--- config.mk ---
export PLATFORM = sky130hd
export DESIGN_NAME = multicycle_controller_flat
export DESIGN_NICKNAME = d
export VERILOG_FILES = /design/src/rtl/multicycle_controller_if.sv /design/src/rtl/multicycle_controller.sv /design/src/flat_wrapper.sv
export SDC_FILE = /design/constraint.sdc
export NUM_CORES = 1
export LEC_CHECK = 0
export ABC_AREA = 1
export CAP_MARGIN = 20
export CORE_UTILIZATION = 50
export CTS_BUF_LIST = sky130_fd_sc_hd__clkbuf_8 sky130_fd_sc_hd__clkbuf_16
export DETAILED_ROUTE_END_ITERATION = 16
export PLACE_DENSITY = 0.84
export SYNTH_ARGS = -nofsm -noshare
export SYNTH_HDL_FRONTEND = slang
export SYNTH_SLANG_ARGS = --single-unit
export TNS_END_PERCENT = 100
--- constraint.sdc ---
create_clock -name clk -period 3.1 [get_ports clk]
set_input_delay 0.31 -clock clk [delete_from_list [all_inputs] [get_ports clk]]
set_output_delay 0.31 -clock clk [all_outputs]
set_load 0.005 [all_outputs]
--- src/rtl/multicycle_controller_if.sv ---
// Control/status bundle between the multicycle RV32I controller and its datapath.
// master = controller side, slave = datapath side.
interface multicycle_controller_if #(
    parameter int ALUCTRL_W = 3
);
    logic [6:0]           op;
    logic [2:0]           funct3;
    logic                 funct7b5;
    logic                 Zero;
    logic                 LtS;
    logic                 LtU;
    logic                 MemReady;

    logic                 PCWrite;
    logic                 AdrSrc;
    logic                 MemWrite;
    logic                 IRWrite;
    logic [1:0]           ResultSrc;
    logic [1:0]           ALUSrcA;
    logic [1:0]           ALUSrcB;
    logic                 RegWrite;
    logic [2:0]           ImmSrc;
    logic [ALUCTRL_W-1:0] ALUControl;
    logic                 Illegal;
    logic                 InstrDone;

    modport master (
        input  op, funct3, funct7b5, Zero, LtS, LtU, MemReady,
        output PCWrite, AdrSrc, MemWrite, IRWrite, ResultSrc, ALUSrcA, ALUSrcB,
               RegWrite, ImmSrc, ALUControl, Illegal, InstrDone
    );

    modport slave (
        output op, funct3, funct7b5, Zero, LtS, LtU, MemReady,
        input  PCWrite, AdrSrc, MemWrite, IRWrite, ResultSrc, ALUSrcA, ALUSrcB,
               RegWrite, ImmSrc, ALUControl, Illegal, InstrDone
    );
endinterface

--- src/rtl/multicycle_controller.sv ---
// Multicycle RV32I control unit: Moore FSM with one shared memory port, ALU and
// immediate decoders, conditional branch resolution and a sticky illegal-instruction trap.
//
// state    | meaning
// FETCH    | read instruction at PC, PC <= PC+4 when memory is ready
// DECODE   | ALUOut <= OldPC+imm, dispatch on opcode
// MEMADR   | ALUOut <= rs1+imm (load/store address)
// MEMREAD  | load data read, wait for MemReady
// MEMWB    | rd <= load data
// MEMWRITE | store data written when MemReady
// EXECR    | ALUOut <= rs1 op rs2
// EXECI    | ALUOut <= rs1 op imm
// ALUWB    | rd <= ALUOut
// BRANCH   | compare rs1/rs2, PC <= target if taken
// JAL      | PC <= ALUOut, ALUOut <= OldPC+4
// JALR     | ALUOut <= rs1+imm
// LUI      | ALUOut <= 0+imm
// TRAP     | unsupported encoding, held until reset
module multicycle_controller #(
    parameter int ALUCTRL_W = 3,
    parameter int BR_EXT    = 1
) (
    input  logic                    clk,
    input  logic                    reset,
    multicycle_controller_if.master bus
);

    typedef enum logic [3:0] {
        FETCH, DECODE, MEMADR, MEMREAD, MEMWB, MEMWRITE, EXECR,
        EXECI, ALUWB, BRANCH, JAL, JALR, LUI, TRAP
    } state_t;

    typedef struct packed {
        logic       adrsrc;
        logic [1:0] resultsrc;
        logic [1:0] srca;
        logic [1:0] srcb;
        logic [1:0] aluop;
        logic       regwrite;
        logic       illegal;
        logic       done;
    } moore_t;

    localparam logic [3:0] ALU_ADD  = 4'd0;
    localparam logic [3:0] ALU_SUB  = 4'd1;
    localparam logic [3:0] ALU_AND  = 4'd2;
    localparam logic [3:0] ALU_OR   = 4'd3;
    localparam logic [3:0] ALU_XOR  = 4'd4;
    localparam logic [3:0] ALU_SLT  = 4'd5;
    localparam logic [3:0] ALU_SLTU = 4'd6;
    localparam logic [3:0] ALU_SLL  = 4'd7;
    localparam logic [3:0] ALU_SRL  = 4'd8;
    localparam logic [3:0] ALU_SRA  = 4'd9;

    state_t state;
    state_t nxt;
    moore_t mo_q;
    moore_t mo;
    logic   alu_ok;
    logic   br_ok;
    logic   taken;

    function automatic moore_t moore_of(state_t s);
        moore_t m;
        m = '0;
        case (s)
            FETCH:    begin m.srcb = 2'b10; m.resultsrc = 2'b10; end
            DECODE:   begin m.srca = 2'b01; m.srcb = 2'b01; end
            MEMADR:   begin m.srca = 2'b10; m.srcb = 2'b01; end
            MEMREAD:  m.adrsrc = 1'b1;
            MEMWB:    begin m.resultsrc = 2'b01; m.regwrite = 1'b1; m.done = 1'b1; end
            MEMWRITE: m.adrsrc = 1'b1;
            EXECR:    begin m.srca = 2'b10; m.srcb = 2'b00; m.aluop = 2'b10; end
            EXECI:    begin m.srca = 2'b10; m.srcb = 2'b01; m.aluop = 2'b10; end
            ALUWB:    begin m.regwrite = 1'b1; m.done = 1'b1; end
            BRANCH:   begin m.srca = 2'b10; m.srcb = 2'b00; m.aluop = 2'b01; m.done = 1'b1; end
            JAL:      begin m.srca = 2'b01; m.srcb = 2'b10; end
            JALR:     begin m.srca = 2'b10; m.srcb = 2'b01; end
            LUI:      begin m.srca = 2'b11; m.srcb = 2'b01; end
            TRAP:     m.illegal = 1'b1;
            default:  m = '0;
        endcase
        return m;
    endfunction

    // A 3-bit ALU only implements add/sub/and/or/slt; anything else must trap in DECODE.
    assign alu_ok = (ALUCTRL_W >= 4) || (bus.funct3 == 3'b000) || (bus.funct3 == 3'b010)
                    || (bus.funct3 == 3'b110) || (bus.funct3 == 3'b111);
    assign br_ok  = (bus.funct3 != 3'b010) && (bus.funct3 != 3'b011)
                    && ((BR_EXT != 0) || (bus.funct3 == 3'b000));

    always_comb begin
        taken = 1'b0;
        case (bus.funct3)
            3'b000:  taken = bus.Zero;
            3'b001:  taken = ~bus.Zero;
            3'b100:  taken = bus.LtS;
            3'b101:  taken = ~bus.LtS;
            3'b110:  taken = bus.LtU;
            3'b111:  taken = ~bus.LtU;
            default: taken = 1'b0;
        endcase
    end

    always_comb begin
        nxt = state;
        case (state)
            FETCH:    if (bus.MemReady) nxt = DECODE;
            DECODE: begin
                case (bus.op)
                    7'b0000011, 7'b0100011: nxt = MEMADR;
                    7'b0110011: nxt = alu_ok ? EXECR : TRAP;
                    7'b0010011: nxt = alu_ok ? EXECI : TRAP;
                    7'b1100011: nxt = br_ok ? BRANCH : TRAP;
                    7'b1101111: nxt = JAL;
                    7'b1100111: nxt = JALR;
                    7'b0110111: nxt = LUI;
                    7'b0010111: nxt = ALUWB;
                    default:    nxt = TRAP;
                endcase
            end
            MEMADR:   nxt = bus.op[5] ? MEMWRITE : MEMREAD;
            MEMREAD:  if (bus.MemReady) nxt = MEMWB;
            MEMWB:    nxt = FETCH;
            MEMWRITE: if (bus.MemReady) nxt = FETCH;
            EXECR:    nxt = ALUWB;
            EXECI:    nxt = ALUWB;
            ALUWB:    nxt = FETCH;
            BRANCH:   nxt = FETCH;
            JAL:      nxt = ALUWB;
            JALR:     nxt = JAL;
            LUI:      nxt = ALUWB;
            TRAP:     nxt = TRAP;
            default:  nxt = FETCH;
        endcase
    end

    always_ff @(posedge clk) begin
        if (reset) begin
            state <= FETCH;
            mo_q  <= moore_of(FETCH);
        end else begin
            state <= nxt;
            mo_q  <= moore_of(nxt);
        end
    end

    // Reset overrides the registered outputs immediately so a mid-instruction reset writes nothing.
    assign mo = reset ? moore_of(FETCH) : mo_q;

    assign bus.AdrSrc    = mo.adrsrc;
    assign bus.ResultSrc = mo.resultsrc;
    assign bus.ALUSrcA   = mo.srca;
    assign bus.ALUSrcB   = mo.srcb;
    assign bus.RegWrite  = mo.regwrite;
    assign bus.Illegal   = mo.illegal;
    assign bus.IRWrite   = ~reset & (state == FETCH) & bus.MemReady;
    assign bus.MemWrite  = ~reset & (state == MEMWRITE) & bus.MemReady;
    assign bus.PCWrite   = ~reset & (((state == FETCH) & bus.MemReady) | (state == JAL)
                                     | ((state == BRANCH) & taken));
    assign bus.InstrDone = mo.done | (~reset & (state == MEMWRITE) & bus.MemReady);

    always_comb begin
        bus.ImmSrc = 3'b000;
        case (bus.op)
            7'b0100011:             bus.ImmSrc = 3'b001;
            7'b1100011:             bus.ImmSrc = 3'b010;
            7'b1101111:             bus.ImmSrc = 3'b011;
            7'b0110111, 7'b0010111: bus.ImmSrc = 3'b100;
            default:                bus.ImmSrc = 3'b000;
        endcase
    end

    always_comb begin
        bus.ALUControl = ALUCTRL_W'(ALU_ADD);
        case (mo.aluop)
            2'b01: bus.ALUControl = ALUCTRL_W'(ALU_SUB);
            2'b10: begin
                case (bus.funct3)
                    3'b000:  bus.ALUControl = (bus.op[5] & bus.funct7b5) ? ALUCTRL_W'(ALU_SUB)
                                                                         : ALUCTRL_W'(ALU_ADD);
                    3'b001:  bus.ALUControl = ALUCTRL_W'(ALU_SLL);
                    3'b010:  bus.ALUControl = ALUCTRL_W'(ALU_SLT);
                    3'b011:  bus.ALUControl = ALUCTRL_W'(ALU_SLTU);
                    3'b100:  bus.ALUControl = ALUCTRL_W'(ALU_XOR);
                    3'b101:  bus.ALUControl = bus.funct7b5 ? ALUCTRL_W'(ALU_SRA)
                                                           : ALUCTRL_W'(ALU_SRL);
                    3'b110:  bus.ALUControl = ALUCTRL_W'(ALU_OR);
                    default: bus.ALUControl = ALUCTRL_W'(ALU_AND);
                endcase
            end
            default: bus.ALUControl = ALUCTRL_W'(ALU_ADD);
        endcase
    end

endmodule

--- src/flat_wrapper.sv ---
// flat-port wrapper written by rule: the top's interface ports become plain ports
module multicycle_controller_flat 
#(
    parameter int ALUCTRL_W = 3,
    parameter int BR_EXT    = 1
)
  (clk, reset, bus_op, bus_funct3, bus_funct7b5, bus_Zero, bus_LtS, bus_LtU, bus_MemReady, bus_PCWrite, bus_AdrSrc, bus_MemWrite, bus_IRWrite, bus_ResultSrc, bus_ALUSrcA, bus_ALUSrcB, bus_RegWrite, bus_ImmSrc, bus_ALUControl, bus_Illegal, bus_InstrDone);
  multicycle_controller_if #(.ALUCTRL_W(ALUCTRL_W)) bus_i ();
  input  logic clk;
  input  logic reset;
  input wire logic [$bits(bus_i.op)-1:0] bus_op;
  input wire logic [$bits(bus_i.funct3)-1:0] bus_funct3;
  input wire logic [$bits(bus_i.funct7b5)-1:0] bus_funct7b5;
  input wire logic [$bits(bus_i.Zero)-1:0] bus_Zero;
  input wire logic [$bits(bus_i.LtS)-1:0] bus_LtS;
  input wire logic [$bits(bus_i.LtU)-1:0] bus_LtU;
  input wire logic [$bits(bus_i.MemReady)-1:0] bus_MemReady;
  output wire logic [$bits(bus_i.PCWrite)-1:0] bus_PCWrite;
  output wire logic [$bits(bus_i.AdrSrc)-1:0] bus_AdrSrc;
  output wire logic [$bits(bus_i.MemWrite)-1:0] bus_MemWrite;
  output wire logic [$bits(bus_i.IRWrite)-1:0] bus_IRWrite;
  output wire logic [$bits(bus_i.ResultSrc)-1:0] bus_ResultSrc;
  output wire logic [$bits(bus_i.ALUSrcA)-1:0] bus_ALUSrcA;
  output wire logic [$bits(bus_i.ALUSrcB)-1:0] bus_ALUSrcB;
  output wire logic [$bits(bus_i.RegWrite)-1:0] bus_RegWrite;
  output wire logic [$bits(bus_i.ImmSrc)-1:0] bus_ImmSrc;
  output wire logic [$bits(bus_i.ALUControl)-1:0] bus_ALUControl;
  output wire logic [$bits(bus_i.Illegal)-1:0] bus_Illegal;
  output wire logic [$bits(bus_i.InstrDone)-1:0] bus_InstrDone;
  assign bus_i.op = bus_op;
  assign bus_i.funct3 = bus_funct3;
  assign bus_i.funct7b5 = bus_funct7b5;
  assign bus_i.Zero = bus_Zero;
  assign bus_i.LtS = bus_LtS;
  assign bus_i.LtU = bus_LtU;
  assign bus_i.MemReady = bus_MemReady;
  assign bus_PCWrite = bus_i.PCWrite;
  assign bus_AdrSrc = bus_i.AdrSrc;
  assign bus_MemWrite = bus_i.MemWrite;
  assign bus_IRWrite = bus_i.IRWrite;
  assign bus_ResultSrc = bus_i.ResultSrc;
  assign bus_ALUSrcA = bus_i.ALUSrcA;
  assign bus_ALUSrcB = bus_i.ALUSrcB;
  assign bus_RegWrite = bus_i.RegWrite;
  assign bus_ImmSrc = bus_i.ImmSrc;
  assign bus_ALUControl = bus_i.ALUControl;
  assign bus_Illegal = bus_i.Illegal;
  assign bus_InstrDone = bus_i.InstrDone;
  multicycle_controller #(.ALUCTRL_W(ALUCTRL_W), .BR_EXT(BR_EXT)) u_core (.clk(clk), .reset(reset), .bus(bus_i));
endmodule
-- Word-level counts from Yosys, hierarchy flattened
Index checks and enable logic that the tools add are counted.
- bits in registers: 16
- bits of input ports: 17
- output and inout bits: 19
- equality and inequality tests: 44
- bitwise operators: 15
- multiplexer cells: 24
- reduce and logical (&&, ||, !) cells: 18
- operator list (operator ; count):
    one-hot mux 4 bit (8 select lines) ; 2
    == test 4 bit (second input constant) ; 11
    == test 4 x 3 -> 1 bit (second input constant) ; 7
    == test 7 x 6 -> 1 bit (second input constant) ; 3
    == test 7 bit (second input constant) ; 3
    one-hot mux 3 bit (7 select lines) ; 1
    2-to-1 mux 4 bit ; 5
    == test 4 x 2 -> 1 bit (second input constant) ; 4
    == test 7 x 5 -> 1 bit (second input constant) ; 2
    OR reduction 2 bit ; 7
    == test 3 bit (second input constant) ; 4
    2-to-1 mux 12 bit ; 1
    one-hot mux 2 bit (2 select lines) ; 3
    one-hot mux 3 bit (4 select lines) ; 1
    OR reduction 5 bit ; 2
    bitwise AND 1 bit ; 8
    == test 4 x 1 -> 1 bit (second input constant) ; 2
    zero test 4 bit ; 2
    == test 7 x 2 -> 1 bit (second input constant) ; 1
    == test 3 x 2 -> 1 bit (second input constant) ; 2
    2-to-1 mux 1 bit ; 6
    2-to-1 mux 3 bit ; 2
    inequality test 3 x 2 -> 1 bit (second input constant) ; 2
    one-hot mux 1 bit (6 select lines) ; 1
    other kinds (12) ; 19

-- Depth between registers and ports, before layout
Gate-level depths: netlist of run 1.
- depth in word-level cells: 10
- mapped depth: 14
- depth with buffers taken out: 14

-- Worst setup path before layout of run 1
No wires, ideal clock.
- path type: in2out
- start: input port reset
- end: output port bus_ALUControl[2]
- data arrival time: 1.239 ns
- path slack: 1.551 ns
- stages: 6
- path buffers: 1
- cell sequence: clkbuf_1 inv_1 nand2_1 inv_1 ha_1 nor3_1
- word-level cells in the longest chain between the ends: 3
- RTL lines (what ; line ; text):
    from (decl) ; flat_wrapper.sv:10 ; input logic reset;
    2-to-1 mux 12 bit * ; multicycle_controller.sv:149 ; assign mo = reset ? moore_of(FETCH) : mo_q;
    == test 2 bit / == test 2 x 1 -> 1 bit (equally long branches) ; multicycle_controller.sv:176 ; case (mo.aluop)
    one-hot mux 3 bit (2 select lines) * ; multicycle_controller.sv:176 ;
    to (decl) ; flat_wrapper.sv:27 ; output wire logic [$bits(bus_i.ALUControl)-1:0] bus_ALUControl;
Mark *: on every way between the ends. The rest lies on a longest branch, timed or not.

-- Final worst setup path of run 1
- start: input port bus_funct3[1]
- end: output port bus_PCWrite
- word-level cells in the longest chain between the ends: 5
- RTL lines (what ; line ; text):
    from (decl) ; flat_wrapper.sv:12 ; input wire logic [$bits(bus_i.funct3)-1:0] bus_funct3;
    == test 3 bit, or another cell as far along ; multicycle_controller.sv:94 ; case (bus.funct3)
    one-hot mux 1 bit (6 select lines) * ; multicycle_controller.sv:94 ;
    bitwise AND 1 bit * ; multicycle_controller.sv:160 ; | ((state == BRANCH) & taken));
    bitwise OR 1 bit * ; multicycle_controller.sv:160 ;
    bitwise AND 1 bit * ; multicycle_controller.sv:159 ; assign bus.PCWrite = ~reset & (((state == FETCH) & bus.MemReady) | (state == JAL)
    to (decl) ; flat_wrapper.sv:18 ; output wire logic [$bits(bus_i.PCWrite)-1:0] bus_PCWrite;
Marked as above.

==> flow_metrics.py, run 1 <==
metrics = {
    "status": {
        "status": "complete, no violations",
    },
    "critical_path": {
        "path_cells": "clkdlybuf4s50_1, nand2_1, a21oi_1, o21ai_0, o211ai_1, a21oi_1, o41ai_1, clkdlybuf4s50_1",
        "r2r_cells": 12,
        "setup.worst_path.class": "primary input to output port",
        "slowest_stage": "clkdlybuf4s50_1",
        "crit_cells": 8,
        "r2r_start": "u_core.state[1]",
        "critPathLaunchType": "primary input",
        "required_ns": 2.79,
        "path_delay_family": "buffers and inverters",
        "cp_max_fo": 6,
        "crit_arrival_ns": 2.20,
        "cp_num_buf_inv": 2,
        "reg2reg_slack_ns": 1.31,
        "r2r_end": "u_core.mo_q[8]",
        "cp-end-kind": "output port",
        "slowest_delay_ns": 0.57,
    },
    "floorplanning": {
        "rows": 17,
        "core_area_um2": 2250,
        "die_w_um": 51.2,
        "fp.dieH_um": 51.2,
        "initial_core_util": 0.536,
        "io_pins": 36,
        "dieArea_um2": 2620,
    },
    "worst_hold_path": {
        "min_from": "u_core.state[1]",
        "min_to": "u_core.mo_q[2]",
        "holdPathStages": 4,
        "hold_path_class": "flop to flop",
    },
    "clocking": {
        "cts_htree_levels": 1,
        "holdBufCountCts": 0,
        "clk_path_buf_depth": 2,
        "numCtsBuffers": 3,
        "cts_resized": 0,
        "cts_tree": "yes",
        "cts_sinks": 16,
        "clk_pin_slew_ns": 0.06,
        "clock-root-buffer": "clkbuf_8",
        "cts_setup_buffers": 0,
        "worstSkewPairLatency_ns": 0.25,
    },
    "timing": {
        "setup_viol": 0,
        "hold_violations": 0,
        "skew_ns": 0.00182,
        "maxSlewHeadroom": 0.761,
        "finalSetupTns_ns": 0,
        "worst_pin_slew_ns": 0.356,
        "fin_crit_ns": 2.51,
        "maxSlewViolCount": 0,
        "fmax_ghz": 0.398,
        "rsz0062_at_grt": "no",
        "fin_crit_sh": 0.811,
    },
    "placement": {
        "port_buffers": 35,
        "gp_congestion": 0.958,
        "hpwlAfterDp_um": 2340,
    },
    "yosys": {
        "synth_cells": 203,
        "synth_area_um2": 1210,
        "synth-seq-area-share": 0.265,
        "avgSynthCellArea_um2": 5.95,
        "synthArstFlopShare": 0,
        "ys.warnings.count": 0,
        "synth_fp_nets": 222,
        "synth_flop_cell": "dfxtp_1",
        "synth_cell_types": 29,
        "synth_edf_count": 0,
        "synth-seq-cells": 16,
    },
    "detailed_routing": {
        "via_per_inst": 5.10,
        "routedWlPerCell_um": 10.9,
        "totalWireLength_um": 2910,
        "drc_errors": 0,
        "drt-initial-drc-count": 61,
        "vias": 1368,
        "dr.pass1.iters": 4,
        "ant_nets": 0,
    },
    "layout": {
        "nets": 260,
        "final_util": 0.730,
        "fillCellCount": 199,
        "num_antenna_cells": 0,
        "drive_gt1_frac": 0.0958,
        "final_common_cell": "nand2_1",
        "syn2layout_area_growth_pct": 36.1,
        "layout_common_cells": "nand2_1 (45), nor2_1 (37), clkdlybuf4s50_1 (35)",
    },
    "pwr": {
        "max-vdd-ir-drop_mv": 0.420,
        "p_leak_nw": 0.765,
        "power_mw": 0.619,
        "power.density_nw_per_um2": 376,
    },
    "grt": {
        "grt-ovfl-total": 0,
        "grt_max_degree": 25,
        "grt_usage": 0.249,
        "grt_pass1_wl_um": 5000,
        "grt_pass1_vias": 1271,
        "antenna_found_initial": 0,
    },
    "run": {
        "drv_cap": 0,
    },
}
area by class of cell:
cell class,count,area [µm²],area share
multi-input cells,149,741,0.450
repair buffers,36,358,0.217
flip-flops and latches,16,320,0.195
inverters,35,136,0.0829
clock buffers,4,55.1,0.0335
well taps,28,35.0,0.0213
metrics by stage:
stage / setup WS (ns) / instances / cell area (µm²) / hold slack (ns)
global placement: 0.673 / 264 / 1590 / 0.759
global route: 0.476 / 268 / 1650 / 0.810
CTS: 0.599 / 268 / 1650 / 0.762
finish: 0.587 / 268 / 1650 / 0.771
floorplan: 1.55 / 203 / 1210 / 0.596
detailed placement: 0.619 / 264 / 1590 / 0.751
synthesized netlist by cell type (2+ instances only):
cell type | instances | area, µm²
nand3_1 | 14 | 70.1
nand2_1 | 45 | 169
nor3_2 | 2 | 20.0
inv_1 | 33 | 124
or2_2 | 2 | 12.5
nor3_1 | 4 | 20.0
clkbuf_1 | 3 | 11.3
nand2_2 | 3 | 18.8
o22ai_1 | 2 | 12.5
nor2_1 | 37 | 139
o21ai_0 | 8 | 40.0
nor2_2 | 5 | 31.3
a21oi_1 | 10 | 50.1
dfxtp_1 | 16 | 320
nand4_1 | 4 | 25.0
ha_1 | 2 | 25.0
registers in the layout, indices dropped and copies added (netlist names):
signal	flops
u_core.mo_q	12
u_core.state	4
metal layers:
metal  track usage  vias up  part of all wire  wire [µm]
met1         0.303      603              0.46       1330
met5             0        -                 0          0
met4        0.0463        0            0.0072         21
li1              -      717                 -          -
met3        0.0655        5             0.058        168
met2         0.439       43              0.48       1390
cell families after synthesis:
| group | synth area share |
|---|---|
| AND/OR/NAND/NOR | 0.477 |
| buffers and inverters | 0.122 |
| adder cells (fa/ha/maj) | 0.0207 |
| flip-flops | 0.265 |
| AO/OA/AOI/OAI | 0.115 |
power by group:
part	internal [mW]	switching [mW]	total [mW]
logic	0.0832	0.115	0.198
clock network	0.113	0.0706	0.183
registers	0.226	0.0108	0.237
total	0.422	0.196	0.619
worst max-delay path by stage:
stage                   from                end
5_1_grt        bus_funct3[1]        bus_PCWrite
6_report       bus_funct3[1]        bus_PCWrite
2_1_floorplan          reset  bus_ALUControl[2]
3_3_place_gp   bus_funct3[1]        bus_PCWrite
4_1_cts        bus_funct3[1]        bus_PCWrite
3_5_place_dp   bus_funct3[1]        bus_PCWrite
worst register-to-register path: stages (launching register included):
cell and delay [ns]:
dfxtp_1 0.35, inv_1 0.10, nand2_2 0.11, inv_1 0.09, nand3_1 0.11, o21ai_0 0.11
nor3_2 0.25, nand3_1 0.14, inv_1 0.13, nand2_1 0.12, nand3_1 0.10, nor2_1 0.04
nor2_1 0.08
Note: power is estimated with default switching activity, not from simulation.
==> run 2, diff against run 1 <==
CORE_UTILIZATION = 42   (was 50)
PLACE_DENSITY = 0.75   (was 0.84)
clock period = 2.2 ns   (was 3.1 ns; I/O delays follow)
==> flow_metrics.py, run 2 (same netlist as run 1, synthesis figures left out) <==
metrics = {
    "layout": {
        "fillCellCount": 257,
        "syn2layout_area_growth_pct": 43.1,
        "largest-register": "u_core.mo_q",
        "final_cells": 278,
        "final_common_cell": "nand2_1",
        "num_antenna_cells": 0,
        "layout_common_cells": "nand2_1 (45), nor2_1 (35), inv_1 (33)",
        "final_area_um2": 1730,
        "drive_gt1_frac": 0.138,
        "nets": 267,
        "top_regs": "u_core.mo_q (12), u_core.state (4)",
        "final_util": 0.632,
        "largest_reg_flops": 12,
    },
    "placement": {
        "place_area_um2": 1650,
        "port_buffers": 35,
        "gp_congestion": 0.895,
        "placed_cells": 274,
        "hpwlAfterDp_um": 2180,
        "post-place-ws_ns": -0.0626,
    },
    "grt": {
        "grt_usage": 0.199,
        "grt-ovfl-total": 0,
        "grt_pass1_wl_um": 5040,
        "grt_pass1_vias": 1190,
        "grt_max_degree": 25,
        "antenna_found_initial": 0,
    },
    "pwr": {
        "power_mw": 0.881,
        "p_leak_nw": 0.850,
        "power.density_nw_per_um2": 510,
        "clockPowerShare": 0.294,
        "p_int_mw": 0.602,
        "swShare": 0.317,
        "max-vdd-ir-drop_mv": 0.542,
        "seqPwrFrac": 0.379,
        "comb_power_share": 0.327,
        "switchingPower_mw": 0.279,
    },
    "clocking": {
        "holdBufCountCts": 0,
        "clk_pin_slew_ns": 0.06,
        "numCtsBuffers": 3,
        "clk_path_buf_depth": 2,
        "cts_tree": "yes",
        "worstSkewPairLatency_ns": 0.25,
        "cts_htree_levels": 1,
        "cts_sinks": 16,
        "clock-root-buffer": "clkbuf_8",
        "cts_setup_buffers": 0,
    },
    "timing": {
        "maxSlewViolCount": 0,
        "fmax_ghz": 0.479,
        "hold_violations": 0,
        "fin_ws_ns": 0.110,
        "maxSlewHeadroom": 0.759,
        "skew_ns": 0.00198,
        "fin_crit_sh": 0.950,
        "fin_crit_ns": 2.09,
        "setup_viol": 0,
        "finalSetupTns_ns": 0,
        "holdWs_ns": 0.650,
        "rsz0062_at_grt": "no",
        "worst_pin_slew_ns": 0.358,
    },
    "critical_path": {
        "slowest_delay_ns": 0.52,
        "cp_max_fo": 5,
        "cp_num_buf_inv": 4,
        "setup.worst_path.class": "primary input to output port",
        "slowest_stage": "clkdlybuf4s50_1",
        "worstSetupStartpoint": "bus_op[4]",
        "crit_cells": 7,
        "cp-end-kind": "output port",
        "path_delay_family": "buffers and inverters",
        "crit_arrival_ns": 1.87,
        "path_cells": "clkdlybuf4s50_1, inv_1, nand3_1, nor2_1, inv_1, o21ai_0, clkdlybuf4s50_1",
        "required_ns": 1.98,
        "critPathLaunchType": "primary input",
        "r2r_start": "u_core.state[2]",
        "r2r_cells": 10,
    },
    "detailed_routing": {
        "ant_nets": 0,
        "drt-initial-drc-count": 27,
        "routedWlPerCell_um": 10.1,
        "drc_errors": 0,
        "vias": 1354,
        "via_per_inst": 4.87,
        "totalWireLength_um": 2810,
        "dr.pass1.iters": 4,
    },
    "floorplanning": {
        "io_pins": 36,
        "core_area_um2": 2730,
        "initial_core_util": 0.442,
        "rows": 19,
        "fp.dieH_um": 55.6,
        "dieArea_um2": 3100,
        "die_w_um": 55.6,
    },
    "status": {
        "status": "complete, no violations",
    },
    "run": {
        "drv_cap": 0,
    },
    "worst_hold_path": {
        "min_from": "bus_funct3[1]",
        "holdPathStages": 7,
        "hold_path_class": "primary input to flop",
    },
}
run 2: changes by cell type in the layout (fill, tap and decap cells not counted), sizes merged:
cell           delta
buf               +7
dlymetal6s2s      +4
clkdlybuf4s50     -5
dlygate4sd2       +1
run 2: power groups by stage:
| stage | Clock [mW] | Combinational, mW | Sequential (mW) |
|---|---|---|---|
| detailed placement | 0 | 0.284 | 0.340 |
| global placement | 0 | 0.282 | 0.339 |
| finish | 0.259 | 0.288 | 0.334 |
| CTS | 0.265 | 0.285 | 0.333 |
| floorplan | 0 | 0.175 | 0.336 |
| global route | 0.281 | 0.326 | 0.336 |
run 2: cell type report:
cell class                 instances  area [µm²]  area share
sequential                        16         320       0.185
inverter                          35         136      0.0789
multi-input combinational        149         759       0.439
clock buffer                       4        55.1      0.0318
timing repair buffer              43         419       0.242
tap                               31        38.8      0.0224
run 2: path summary, 6_finish.rpt:
kind                endpoint  slack, ns
min          u_core.state[2]       0.65
max reg2reg   u_core.mo_q[0]       0.42
min reg2reg   u_core.mo_q[7]       0.78
max            bus_ImmSrc[0]       0.11
run 2: timing repair:
| item | CTS | global route |
|---|---|---|
| pin swaps | 0 | 1 |
| resized for setup | 1 | 9 |
| endpoints found under the setup margin | 1 | 2 |
run 2: worst register-to-register path, stage by stage, from the launching register on:
cell,delay (ns)
dfxtp_1,0.38
nor2_2,0.20
inv_2,0.08
nor3_1,0.30
nor3_2,0.12
nand3_1,0.12
inv_1,0.08
a21oi_1,0.23
nand2_1,0.08
nand2_1,0.07
inv_1,0.04
run 2: layer usage:
metal,vias up,wire [µm],track usage,part of all wire
met5,-,0,0,0
met4,0,14,0.0571,0.0050
li1,731,-,-,-
met1,600,1410,0.284,0.50
met3,2,99,0.0465,0.035
met2,21,1280,0.299,0.46
==> run 3, diff against run 2 <==
CORE_UTILIZATION = 47   (was 42)
PLACE_DENSITY = 0.78   (was 0.75)
clock period = 2.4 ns   (was 2.2 ns; I/O delays follow)
==> flow_metrics.py, run 3 (same netlist as run 1, synthesis figures left out) <==
metrics = {
    "detailed_routing": {
        "totalWireLength_um": 3100,
        "highest_layer": "met4",
        "met2_length_um": 1500,
        "dr.pass1.iters": 4,
        "vias": 1419,
        "ant_nets": 0,
        "drt-initial-drc-count": 60,
        "routedWlPerCell_um": 11.4,
        "drc_errors": 0,
        "via_per_inst": 5.24,
        "drt-met1-wl_um": 1370,
        "route.met3.wl_um": 194,
    },
    "clocking": {
        "cts_tree": "yes",
        "cts_sinks": 16,
        "clk_path_buf_depth": 2,
        "clk_pin_slew_ns": 0.06,
        "numCtsBuffers": 3,
        "clock-root-buffer": "clkbuf_8",
        "cts_htree_levels": 1,
        "worstSkewPairLatency_ns": 0.25,
    },
    "grt": {
        "grt_pass1_vias": 1311,
        "grt_usage": 0.250,
        "grt_max_degree": 25,
        "antenna_found_initial": 0,
        "grt_pass1_wl_um": 5220,
        "grt-ovfl-total": 0,
    },
    "layout": {
        "layout_common_cells": "nand2_1 (45), nor2_1 (37), inv_1 (33), clkdlybuf4s50_1 (33), dfxtp_1 (16)",
        "drive_gt1_frac": 0.104,
        "final_cells": 271,
        "num_antenna_cells": 0,
        "top_regs": "u_core.mo_q (12), u_core.state (4)",
        "largest-register": "u_core.mo_q",
        "nets": 262,
        "largest_reg_flops": 12,
        "syn2layout_area_growth_pct": 37.5,
        "final_common_cell": "nand2_1",
        "final_area_um2": 1660,
    },
    "placement": {
        "placed_cells": 268,
        "port_buffers": 35,
        "place_area_um2": 1610,
        "hpwlAfterDp_um": 2470,
        "gp_congestion": 0.911,
    },
    "timing": {
        "fin_crit_ns": 2.27,
        "maxSlewViolCount": 0,
        "fmax_ghz": 0.440,
        "maxSlewHeadroom": 0.788,
        "rsz0062_at_grt": "no",
        "worst_pin_slew_ns": 0.316,
        "hold_violations": 0,
        "setup_viol": 0,
        "fin_crit_sh": 0.946,
        "skew_ns": 0.000774,
    },
    "pwr": {
        "max-vdd-ir-drop_mv": 0.543,
        "p_leak_nw": 0.797,
        "power_mw": 0.768,
        "power.density_nw_per_um2": 462,
    },
    "critical_path": {
        "r2r_end": "u_core.mo_q[0]",
        "reg2reg_slack_ns": 0.59,
        "setup.worst_path.class": "primary input to output port",
        "r2r_cells": 10,
        "slowest_stage": "clkdlybuf4s50_1",
        "slowest_delay_ns": 0.54,
        "crit_path_frequent_cell": "nor2_1",
        "cp_max_fo": 4,
        "critical_path.endpoint": "bus_ALUControl[0]",
        "crit_arrival_ns": 2.03,
        "critPathLaunchType": "primary input",
        "path_cells": "clkdlybuf4s50_1, inv_1, buf_4, nor2_1, nor2_1, a22o_1, a21oi_1, nor2_1, clkdlybuf4s50_1",
        "required_ns": 2.16,
        "worstSetupStartpoint": "bus_funct3[2]",
        "r2r_start": "u_core.state[2]",
        "cp-end-kind": "output port",
    },
    "floorplanning": {
        "dieArea_um2": 2780,
        "fp.dieH_um": 52.7,
        "die_w_um": 52.7,
        "io_pins": 36,
        "rows": 18,
        "core_area_um2": 2450,
        "initial_core_util": 0.492,
    },
    "status": {
        "status": "complete, no violations",
    },
    "worst_hold_path": {
        "hold_path_class": "primary input to flop",
        "holdPathStages": 7,
    },
    "run": {
        "drv_cap": 0,
    },
}
## run 3: cell count changes in the layout (fill, tap and decap cells not counted), sizes merged
cell           delta
clkbuf            -1
buf               -5
clkdlybuf4s50     +3
dlygate4sd2       -1
dlymetal6s2s      -2
## run 3: metal layers
metal / GRT usage / vias up
met5: 0 / -
met4: 0.0614 / 0
met3: 0.0638 / 6
met2: 0.428 / 56
met1: 0.308 / 637
li1: - / 720
## run 3: report_power, final
group,internal [mW],switching (mW)
logic,0.110,0.153
registers,0.292,0.0150
clock network,0.111,0.0864
total,0.514,0.255
## run 3: worst max-delay path: cells and delay by family
kind / cells / cell delay, ns
buffers and inverters: 4 / 1.20
AOI/OAI and AO/OA: 2 / 0.35
and+or+nand+nor: 3 / 0.25
## run 3: worst min-delay path by stage
stage / startpoint / slack, ns / end
after global routing: bus_funct3[1] / 0.78 / u_core.state[2]
after detailed placement: u_core.state[1] / 0.76 / u_core.mo_q[2]
after CTS: reset / 0.76 / u_core.mo_q[10]
final: bus_funct3[1] / 0.70 / u_core.state[2]
after global placement: u_core.state[0] / 0.75 / u_core.state[2]
after floorplan: bus_op[5] / 0.53 / u_core.mo_q[11]
## run 3: metrics by stage
step | hold slack, ns | setup slack, ns | utilization | TNS [ns]
2_1_floorplan | 0.526 | 0.918 | - | 0
3_3_place_gp | 0.755 | 0.112 | 0.655 | 0
3_5_place_dp | 0.761 | -0.00675 | 0.655 | -0.00675
4_1_cts | 0.764 | 0.000449 | 0.672 | 0
5_1_grt | 0.784 | 0.00563 | 0.677 | 0
6_report | 0.705 | 0.129 | 0.677 | 0
## run 3: cell type report
type	count	area [µm²]
Fill cell	210	793
Multi-Input combinational cell	149	748
Timing Repair Buffer	38	378
Sequential cell	16	320
Inverter	35	136
Clock buffer	3	41.3
Tap cell	30	37.5
## run 3: repair_timing
action                     CTS  global route
buffers inserted             0             0
resized for setup            0             3
hold buffers                 0             0
setup endpoints to repair    0             1
